### config.mk
export PLATFORM = sky130hd
export DESIGN_NAME = lc3_mem_access
export DESIGN_NICKNAME = d
export VERILOG_FILES = /design/src/rtl/lc3_mem_access.sv
export SDC_FILE = /design/constraint.sdc
export NUM_CORES = 1
export LEC_CHECK = 0
export ABC_AREA = 1
export BUFFER_PORTS_ARGS = -buffer_cell sky130_fd_sc_hd__buf_2
export CAP_MARGIN = 20
export CELL_PAD_IN_SITES_DETAIL_PLACEMENT = 1
export CELL_PAD_IN_SITES_GLOBAL_PLACEMENT = 2
export CORE_ASPECT_RATIO = 1.25
export CORE_MARGIN = 2
export CORE_UTILIZATION = 29
export DETAILED_ROUTE_END_ITERATION = 8
export PLACE_DENSITY_LB_ADDON = 0.1
export SKIP_CTS_REPAIR_TIMING = 1
export SLEW_MARGIN = 15
export SYNTH_ARGS = -nofsm -noshare
export SYNTH_HDL_FRONTEND = slang
export SYNTH_SLANG_ARGS = --single-unit
### constraint.sdc
create_clock -name clock -period 3.6 [get_ports clock]
set_clock_uncertainty 0.2 [all_clocks]
set_input_delay 0.36 -clock clock [delete_from_list [all_inputs] [get_ports clock]]
set_output_delay 0.36 -clock clock [all_outputs]
set_load 0.03 [all_outputs]
### src/rtl/lc3_mem_access.sv
// Memory-access sequencer for the LC3 controller: turns memory states into a
// req/ack transaction, captures read data and pulses `complete` once per access.
module lc3_mem_access #(
    parameter int unsigned ADDR_W         = 16,
    parameter int unsigned DATA_W         = 16,
    parameter int unsigned TIMEOUT_CYCLES = 255,
    parameter int unsigned CNT_W          = 8,
    parameter logic [3:0]  ST_FETCH       = 4'd1,
    parameter logic [3:0]  ST_IND         = 4'd10,
    parameter logic [3:0]  ST_READ        = 4'd11,
    parameter logic [3:0]  ST_WRITE       = 4'd12
) (
    input  logic              clock,
    input  logic              reset,
    input  logic [3:0]        state,
    input  logic [ADDR_W-1:0] pc,
    input  logic [ADDR_W-1:0] eff_addr,
    input  logic [DATA_W-1:0] store_data,
    input  logic [DATA_W-1:0] mem_rdata,
    input  logic              mem_ack,
    output logic              complete,
    output logic              mem_req,
    output logic              mem_we,
    output logic [ADDR_W-1:0] mem_addr,
    output logic [DATA_W-1:0] mem_wdata,
    output logic [DATA_W-1:0] rdata_out,
    output logic              timeout_err
);

    // state  | meaning
    // S_IDLE | no access in flight, waiting for a memory state
    // S_WAIT | mem_req asserted, waiting for ack / timeout / abort
    // S_DONE | access finished, complete high this cycle
    // S_HOLD | waiting for the controller to leave the serviced state
    typedef enum logic [1:0] {S_IDLE, S_WAIT, S_DONE, S_HOLD} fsm_t;

    fsm_t              fsm, fsm_next;
    logic [3:0]        svc_state;
    logic [CNT_W-1:0]  count, count_inc;
    logic              ind_valid;
    logic [ADDR_W-1:0] ind_ptr;
    logic              is_mem, start, got_ack, timed_out, aborted;
    logic [ADDR_W-1:0] start_addr;
    logic              svc_is_read;

    assign is_mem = (state == ST_FETCH) || (state == ST_IND) ||
                    (state == ST_READ)  || (state == ST_WRITE);
    assign count_inc   = count + CNT_W'(1);
    assign svc_is_read = (svc_state != ST_WRITE);

    always_comb begin
        fsm_next   = fsm;
        start      = 1'b0;
        got_ack    = 1'b0;
        timed_out  = 1'b0;
        aborted    = 1'b0;
        start_addr = ind_valid ? ind_ptr : eff_addr;
        if (state == ST_FETCH)
            start_addr = pc;
        else if (state == ST_IND)
            start_addr = eff_addr;
        unique case (fsm)
            S_IDLE: begin
                if (is_mem) begin
                    start    = 1'b1;
                    fsm_next = S_WAIT;
                end
            end
            S_WAIT: begin
                if (mem_req && mem_ack) begin
                    got_ack  = 1'b1;
                    fsm_next = S_DONE;
                end else if (count_inc == CNT_W'(TIMEOUT_CYCLES)) begin
                    timed_out = 1'b1;
                    fsm_next  = S_DONE;
                end else if (state != svc_state) begin
                    aborted  = 1'b1;
                    fsm_next = S_IDLE;
                end
            end
            S_DONE: fsm_next = S_HOLD;
            S_HOLD: begin
                if (state != svc_state)
                    fsm_next = S_IDLE;
            end
            default: fsm_next = S_IDLE;
        endcase
    end

    always_ff @(posedge clock or posedge reset) begin
        if (reset) begin
            fsm         <= S_IDLE;
            svc_state   <= 4'd0;
            count       <= '0;
            ind_valid   <= 1'b0;
            ind_ptr     <= '0;
            complete    <= 1'b0;
            mem_req     <= 1'b0;
            mem_we      <= 1'b0;
            mem_addr    <= '0;
            mem_wdata   <= '0;
            rdata_out   <= '0;
            timeout_err <= 1'b0;
        end else begin
            fsm      <= fsm_next;
            complete <= (fsm_next == S_DONE);
            if (start) begin
                mem_req   <= 1'b1;
                mem_we    <= (state == ST_WRITE);
                mem_addr  <= start_addr;
                svc_state <= state;
                count     <= '0;
                if (state == ST_WRITE)
                    mem_wdata <= store_data;
                if (state == ST_FETCH)
                    ind_valid <= 1'b0;
            end
            if (fsm == S_WAIT && fsm_next == S_WAIT)
                count <= count_inc;
            if (got_ack) begin
                mem_req <= 1'b0;
                mem_we  <= 1'b0;
                if (svc_is_read)
                    rdata_out <= mem_rdata;
                // the pointer fetched here redirects the next load/store
                if (svc_state == ST_IND) begin
                    ind_ptr   <= mem_rdata;
                    ind_valid <= 1'b1;
                end
            end
            if (timed_out) begin
                mem_req     <= 1'b0;
                mem_we      <= 1'b0;
                timeout_err <= 1'b1;
                if (svc_is_read)
                    rdata_out <= '0;
            end
            if (aborted) begin
                mem_req <= 1'b0;
                mem_we  <= 1'b0;
            end
        end
    end

endmodule

==> results_dict.tcl, run 1 <==
set metrics [dict create \
    fillers 1612 \
    synth_fp_nets 528 \
    routed_wl_mm 11.54 \
    final_hold_viol_count 0 \
    maxCapViolCount 0 \
    gp_congestion 0.7668 \
    grt_first_pass_wirelength_mm 18.97 \
    avgSynthCellArea_um2 8.659 \
    final.min_clock_period_ns 2.469 \
    ys_seq_area_frac 0.5272 \
    whs_ns 0.05505 \
    power_density_nw_per_um2 849.1 \
    io_buffers 122 \
    drc 0 \
    synthXorXnorAreaFrac 0.008892 \
    crit_chain "nor2_1 -> inv_1 -> nor2_1 -> nand2_1 -> o21ai_0 -> inv_1 -> nor2_1" \
    yosysTopAreaCellShare 0.5272 \
    rrSetupSlack_ns 1.13 \
    cp.required_ns 3.67 \
    die_y_um 134.3 \
    holdPathEnd "mem_wdata[10]" \
    hpwlAfterDp_mm 8.874 \
    numClockSinks 83 \
    cts-buffers-inserted 9 \
    drv_slew 0 \
    syn_area_um2 3940 \
    antenna_found_initial 2 \
    yosysUniqueCellTypes 29 \
    via_count 3433 \
    yosys.area_share.adder 0.006351 \
    area_delta_synth_final_pct 29.69 \
    setup_viol 0 \
    min_path_cells 2 \
    cts_max_path_buffers 2 \
    synth_area_leader_cell "dfrtp_1" \
    crit_arrival_ns 2.54 \
    htreeDepth 3 \
    finalInstanceArea_um2 5110 \
    dp_slack_ns 1.094 \
    synth-async-reset-ratio 1.000 \
    first_global_vias 3796 \
    netlist_top_cells_count "121 x nand2_1, 83 x dfrtp_1, 52 x nand3_1, 51 x inv_1, 34 x o21ai_0" \
    synthTopCellsByArea "dfrtp_1 53%, nand2_1 12%, nand3_1 6.6%, inv_1 4.9%, mux2_2 4.6%" \
    fin_crit_sh 0.6858 \
    dr.pass1.iters 4 \
    cp_slowest_cell "nand2_1" \
    path_max_fanout 32 \
    final_cells 753 \
    max-vdd-ir-drop_mv 0.2989 \
    timing.fmax_ghz 0.4051 \
    ys_warn_count 0 \
    initial_core_util 0.2978 \
    dieArea_um2 14540 \
    crit_start "fsm[1]" \
    antenna_left 0 \
    cts_root_buffer "clkbuf_16" \
    tritoncts "yes" \
    avgViaCountPerCell 4.559 \
    core_region_area_um2 13230 \
    reg2reg_from "fsm[1]" \
    grt-ovfl-total 0 \
    worstSkewPairLatency_ns 0.33 \
    worst_pin_slew_ns 0.9902 \
    synth-edff-count 0 \
    rsz0062_at_grt "false" \
    hp-class "input port to flip-flop" \
    worstSetupStartpointType "flip-flop" \
    synth_top_family_by_area "simple AND/OR/NAND/NOR gates" \
    clkTransAtPathRegs_ns 0.06 \
    wl_per_cell_um 15.32 \
    io_pins 123 \
    track_usage 0.1686 \
    synth_ff_type "dfrtp_1" \
    synth_compound_area_frac 0.08447 \
    rows 47 \
    crit_type "flip-flop to flip-flop" \
    end_kind "flip-flop" \
    yosysMostFrequentCell "nand2_1" \
    timing.final.ws_setup_ns 1.131 \
    first_iter_violations 101 \
    synthMuxAreaShare 0.04573 \
    netlist_instances 455 \
    ys_seq_elements 83 \
    place_area_um2 4706 \
    maxSlewHeadroom 0.3383 \
    die_x_um 108.3 \
    min_from "store_data[10]" \
    nets 649 \
    layout-drive-gt1-share 0.2995 \
    grt_max_degree 34 \
    slowest_delay_ns 0.65 \
    total_leakage_power_nw 2.712 \
    r2r_cells 7 \
    synthSimpleGateAreaFrac 0.2521 \
    r2r-end "rdata_out[4]" \
    fin_setup_tns_ns 0 \
    crit_top_cell "nor2_1" \
    dp_cells 734 \
    status "completed" \
]
[cells by family (layout without fill, tap and decap cells)]
family | after synthesis | after routing
AOI/OAI and AO/OA | 55 | 55
xor gates and xnor gates | 4 | 4
adders and majority gates | 2 | 2
buffers and inverters | 72 | 198
DFF | 83 | 83
muxes | 16 | 16
other | 0 | 1
and+or+nand+nor | 223 | 223
[power by group]
group	internal [mW]	switching [mW]
clock network	0.787	0.368
registers	1.32	0.251
logic	0.525	1.09
[placed cells by master (no fill, tap or decap)]
master,n
o21a_1,1
clkinv_2,1
o21ai_0,34
nand2_2,1
nand4_1,9
diode_2,1
nand3_1,52
buf_4,5
xnor2_1,4
nand3b_1,1
nor2_2,4
inv_1,50
clkbuf_1,1
buf_8,1
buf_2,122
inv_2,2
a21boi_0,1
nor2_1,30
o211ai_1,16
mux2_2,16
bufinv_16,4
nand2_1,121
a21oi_1,1
clkbuf_16,9
clkbuf_8,2
dfrtp_1,83
nand3_4,1
nand2_4,1
o21bai_2,2
nor2_8,1
ha_1,2
dlygate4sd3_1,1
nand4_2,1
nand3_2,1
[flip-flops by register name (all words and copies together), names as in the netlist]
register,count
ind_ptr,16
mem_req,1
complete,1
ind_valid,1
mem_addr,16
svc_state,4
count,8
mem_we,1
mem_wdata,16
fsm,2
timeout_err,1
rdata_out,16
[critical path, delay by kind of cell (launching register included)]
family / cells / cell delay [ns]
flops: 1 / 0.39
buf+inv: 2 / 0.17
simple gates: 4 / 1.22
compound gates: 1 / 0.42
[through the flow]
stage,total power [mW],utilization
2_1_floorplan,2.705,-
3_3_place_gp,3.189,0.3557
3_5_place_dp,3.231,0.3557
4_1_cts,4.417,0.3841
5_1_grt,4.643,0.3862
6_report,4.339,0.3862
[layout make-up]
cell class / instances / area, µm² / area share
sequential: 83 / 2077 / 0.4065
multi-input combinational: 300 / 1567 / 0.3066
timing repair buffer: 129 / 673.1 / 0.1317
clock buffer: 12 / 256.5 / 0.05020
tap: 171 / 214.0 / 0.04187
inverter: 53 / 200.2 / 0.03918
clock inverter: 4 / 120.1 / 0.02351
antenna: 1 / 2.502 / 0.0004897
[how the worst max path moves through the flow]
stage,slack [ns],cells after the start,endpoint
2_1_floorplan,0.90,1,complete
3_3_place_gp,1.13,9,mem_addr[4]
3_5_place_dp,1.09,9,mem_addr[4]
4_1_cts,1.08,7,rdata_out[4]
5_1_grt,0.75,8,rdata_out[4]
6_report,1.13,7,rdata_out[4]
[metal layers]
metal | wire (µm) | vias to the layer above | track usage | part of all wire
met4 | 119 | 2 | 0.04701 | 0.010
li1 | - | 1719 | - | -
met2 | 6100 | 53 | 0.3057 | 0.53
met5 | 11 | - | 0 | 0.00095
met3 | 473 | 13 | 0.03984 | 0.041
met1 | 4833 | 1646 | 0.1964 | 0.42
(Power assumes the default switching activity.)
==> inputs of run 2 (changes only) <==
==> constraint.sdc (replaced) <==
create_clock -name clock -period 2.5 [get_ports clock]
set_clock_uncertainty 0.2 [all_clocks]
set_input_delay 0.25 -clock clock [delete_from_list [all_inputs] [get_ports clock]]
set_output_delay 0.25 -clock clock [all_outputs]
set_load 0.03 [all_outputs]
==> results_dict.tcl, run 2 (same netlist as run 1, synthesis figures left out) <==
set metrics [dict create \
    status "complete, but fails checks" \
    violations "negative hold slack" \
    io_pins 123 \
    drv_slew 0 \
    cp.required_ns 2.58 \
    dieArea_um2 14540 \
    die_y_um 134.3 \
    track_usage 0.1684 \
    io_buffers 122 \
    first_global_vias 3667 \
    final_cells 783 \
    nets 680 \
    antenna_found_initial 0 \
    min_from "pc[11]" \
    numClockSinks 83 \
    dr.pass1.iters 4 \
    gp_congestion 0.8050 \
    reg2reg_from "count[0]" \
    final_hold_viol_count 15 \
    timing.fmax_ghz 0.4696 \
    rsz0062_at_grt "false" \
    die_x_um 108.3 \
    final_common_cell "buf_2" \
    multi_input_area_um2 1567 \
    fillers 1632 \
    holdPathEnd "mem_addr[11]" \
    area_delta_synth_final_pct 34.84 \
    maxSlewHeadroom 0.5839 \
    grt_max_degree 36 \
    min_path_cells 3 \
    rrSetupSlack_ns 0.37 \
    path_max_fanout 10 \
    fin_crit_sh 0.8517 \
    power_density_nw_per_um2 1103 \
    initial_core_util 0.2978 \
    routed_wl_mm 11.74 \
    cts_max_path_buffers 2 \
    fin_setup_tns_ns 0 \
    crit_type "flip-flop to flip-flop" \
    cts-buffers-inserted 9 \
    avgViaCountPerCell 4.553 \
    n_antenna_cell 0 \
    grt-ovfl-total 0 \
    core_region_area_um2 13230 \
    r2r_cells 10 \
    layout-drive-gt1-share 0.2892 \
    htreeDepth 3 \
    antenna_left 0 \
    dp_slack_ns 0.3768 \
    r2r-end "count[6]" \
    hp-class "input port to flip-flop" \
    wl_per_cell_um 15.00 \
    grt_first_pass_wirelength_mm 18.85 \
    setup_viol 0 \
    tritoncts "yes" \
    worstSetupStartpointType "flip-flop" \
    rows 47 \
    final_cell_mix "122 x buf_2, 121 x nand2_1, 83 x dfrtp_1, 52 x nand3_1, 50 x inv_1" \
    whs_ns -0.02807 \
    clkTransAtPathRegs_ns 0.07 \
    total_leakage_power_nw 2.773 \
    hpwlAfterDp_mm 8.692 \
    cts_root_buffer "clkbuf_16" \
    end_kind "flip-flop" \
    dp_cells 738 \
    crit_arrival_ns 2.21 \
    timing.final.ws_setup_ns 0.3707 \
    first_iter_violations 106 \
    regArea_um2 2077 \
    worst_pin_slew_ns 0.6229 \
    final.min_clock_period_ns 2.129 \
    worstSkewPairLatency_ns 0.34 \
    maxCapViolCount 0 \
    via_count 3565 \
    max-vdd-ir-drop_mv 0.4400 \
    fin_util 0.4015 \
    drc 0 \
]
==> run 2: area by class of cell <==
type,instances,share of cell area
timing repair buffer,160,0.1846
tap,171,0.04027
sequential,83,0.3910
inverter,53,0.03815
clock inverter,6,0.008008
clock buffer,10,0.04310
multi-input combinational,300,0.2949
==> run 2: how the worst max path moves through the flow <==
stage	start	to	slack [ns]	depth (start not counted)
after global routing	count[0]	count[0]	0.13	10
after detailed placement	count[0]	rdata_out[2]	0.38	9
after floorplan	count[0]	rdata_out[10]	0.63	10
after global placement	count[0]	fsm[0]	0.39	9
after CTS	count[0]	count[0]	0.36	10
final	count[0]	count[6]	0.37	10
==> run 2: critical path: stages, from the launching register on <==
cell and delay (ns):
dfrtp_1 0.43, ha_1 0.27, nand3_1 0.15, nand2_1 0.07, nand2_1 0.11, nand3_1 0.10
nor2_2 0.17, nand2_2 0.21, nand2_4 0.19, nand3_1 0.10, nand2_1 0.08
==> run 2: power by group <==
group | internal [mW] | switching [mW]
sequential | 1.90 | 0.349
combinational | 0.792 | 1.58
clock | 0.671 | 0.564
total | 3.36 | 2.50
==> run 2: routing by layer <==
layer  vias to the layer above  global-route usage  share of wire
li1                       1781                   -              -
met1                      1719              0.2034           0.42
met2                        57              0.2959           0.52
met3                         8             0.03839          0.042
met4                         0             0.05128          0.011
met5                         -                   0              0
==> run 2: metrics by stage <==
stage               total power, mW  cell area, µm²
floorplan                     3.895            3944
global placement              4.585            4751
detailed placement            4.658            4751
CTS                           5.924            5022
global route                  6.304            5313
finish                        5.860            5313
==> inputs of run 3 (changes only) <==
--- a/config.mk
+++ b/config.mk
@@ -6,13 +6,12 @@
 export NUM_CORES = 1
 export LEC_CHECK = 0
 export ABC_AREA = 1
-export BUFFER_PORTS_ARGS = -buffer_cell sky130_fd_sc_hd__buf_2
+export BUFFER_PORTS_ARGS = -buffer_cell sky130_fd_sc_hd__buf_4
 export CAP_MARGIN = 20
 export CELL_PAD_IN_SITES_DETAIL_PLACEMENT = 1
 export CELL_PAD_IN_SITES_GLOBAL_PLACEMENT = 2
 export CORE_ASPECT_RATIO = 1.25
-export CORE_MARGIN = 2
-export CORE_UTILIZATION = 29
+export CORE_UTILIZATION = 32
 export DETAILED_ROUTE_END_ITERATION = 8
 export PLACE_DENSITY_LB_ADDON = 0.1
 export SKIP_CTS_REPAIR_TIMING = 1
==> constraint.sdc (replaced) <==
create_clock -name clock -period 2.7 [get_ports clock]
set_clock_uncertainty 0.2 [all_clocks]
set_input_delay 0.27 -clock clock [delete_from_list [all_inputs] [get_ports clock]]
set_output_delay 0.27 -clock clock [all_outputs]
set_load 0.03 [all_outputs]
==> results_dict.tcl, run 3 (same netlist as run 1, synthesis figures left out) <==
set metrics [dict create \
    area_delta_synth_final_pct 41.09 \
    first_iter_violations 125 \
    fin_util 0.4719 \
    wl_met1_mm 4.945 \
    crit_chain "ha_1 -> nand3_1 -> nand2_1 -> nand2_1 -> nand3_1 -> nor2_2 -> nand3_4 -> nor2_8 -> nor2_1" \
    path_buf_inv 0 \
    final_cell_mix "129 x buf_4, 121 x nand2_1, 83 x dfrtp_1, 52 x nand3_1, 50 x inv_1" \
    cts_max_path_buffers 2 \
    track_usage 0.1855 \
    cp.required_ns 2.72 \
    rows 44 \
    gp_congestion 0.7676 \
    grt_max_degree 36 \
    setup_viol 0 \
    hpwlAfterDp_mm 8.313 \
    numClockSinks 83 \
    finalInstanceArea_um2 5559 \
    io_pins 123 \
    clkTransAtPathRegs_ns 0.06 \
    cts-buffers-inserted 9 \
    die_x_um 101.2 \
    layout-drive-gt1-share 0.2914 \
    total_leakage_power_nw 2.870 \
    violations "negative hold slack" \
    initial_core_util 0.3344 \
    n_antenna_cell 0 \
    routed.top_layer "met4" \
    place_area_um2 5034 \
    dr.pass1.iters 4 \
    grt-ovfl-total 0 \
    dieArea_um2 12760 \
    wl_met2_mm 5.759 \
    hp-class "input port to flip-flop" \
    cp_slowest_cell "dfrtp_1" \
    crit_type "flip-flop to flip-flop" \
    crit_family "simple AND/OR/NAND/NOR gates" \
    antenna_left 0 \
    worst_pin_slew_ns 0.6378 \
    rrSetupSlack_ns 0.65 \
    end_kind "flip-flop" \
    power_density_nw_per_um2 1041 \
    fin_crit_sh 0.7583 \
    final_common_cell "buf_4" \
    slowest_delay_ns 0.43 \
    final_cells 765 \
    dr_wl_met3_um 391 \
    fin_setup_tns_ns 0 \
    htreeDepth 3 \
    worstSetupStartpointType "flip-flop" \
    cts_root_buffer "clkbuf_16" \
    final_hold_viol_count 5 \
    crit_arrival_ns 2.06 \
    timing.fmax_ghz 0.4884 \
    die_y_um 126.1 \
    first_global_vias 3576 \
    tritoncts "yes" \
    status "complete, but fails checks" \
    drv_slew 0 \
    maxCapViolCount 0 \
    final.min_clock_period_ns 2.047 \
    max-vdd-ir-drop_mv 0.3410 \
    core_region_area_um2 11780 \
    rsz0062_at_grt "false" \
    nets 672 \
    wl_per_cell_um 14.75 \
    worstSkewPairLatency_ns 0.34 \
    io_buffers 122 \
    drc 0 \
    maxSlewHeadroom 0.5743 \
    dp_cells 727 \
    whs_ns -0.009572 \
    routed_wl_mm 11.29 \
    via_count 3544 \
    path_max_fanout 16 \
    fillers 1428 \
    avgViaCountPerCell 4.633 \
    grt_first_pass_wirelength_mm 18.10 \
    total_power_mw 5.784 \
    antenna_found_initial 0 \
]
==> run 3: cell type report <==
| class | instances | area [µm²] | area share |
|---|---|---|---|
| timing repair buffer | 152 | 1209 | 0.2174 |
| inverter | 53 | 200.2 | 0.03601 |
| tap | 161 | 201.4 | 0.03624 |
| sequential | 83 | 2077 | 0.3736 |
| clock buffer | 12 | 256.5 | 0.04614 |
| clock inverter | 4 | 48.80 | 0.008778 |
| multi-input combinational | 300 | 1567 | 0.2818 |
==> run 3: path summary, 6_finish.rpt <==
| kind | from | to | cells after the start |
|---|---|---|---|
| min in group asynchronous | reset | mem_wdata[12] | 3 |
| max | count[0] | rdata_out[15] | 9 |
| max reg2reg | count[0] | rdata_out[15] | 9 |
| min reg2reg | ind_ptr[1] | ind_ptr[1] | 2 |
| min | pc[7] | mem_addr[7] | 3 |
| max in group asynchronous | reset | mem_wdata[3] | 4 |
==> run 3: worst min-delay path: cells and delay by family <==
family	cells	cell delay [ns]
AO/OA/AOI/OAI	1	0.08
buffers and inverters	1	0.08
AND/OR/NAND/NOR	1	0.06
==> run 3: power breakdown <==
group | leakage (nW) | switching (mW) | total, mW | internal (mW)
clock network | 0.153 | 0.494 | 1.26 | 0.766
logic | 1.66 | 1.46 | 2.41 | 0.949
registers | 1.06 | 0.353 | 2.12 | 1.76
==> run 3: stage by stage <==
step                setup slack [ns]  hold slack [ns]
global placement              0.6871           0.1838
CTS                           0.6201          -0.1800
finish                        0.6527        -0.009572
global route                  0.4496         0.005208
detailed placement            0.6217           0.1846
floorplan                    0.09321           0.1910
==> run 3: per-layer routing <==
layer	up-vias	global-route usage
met4	0	0.07417
met5	-	0
li1	1760	-
met1	1708	0.2298
met3	13	0.03774
met2	63	0.3129
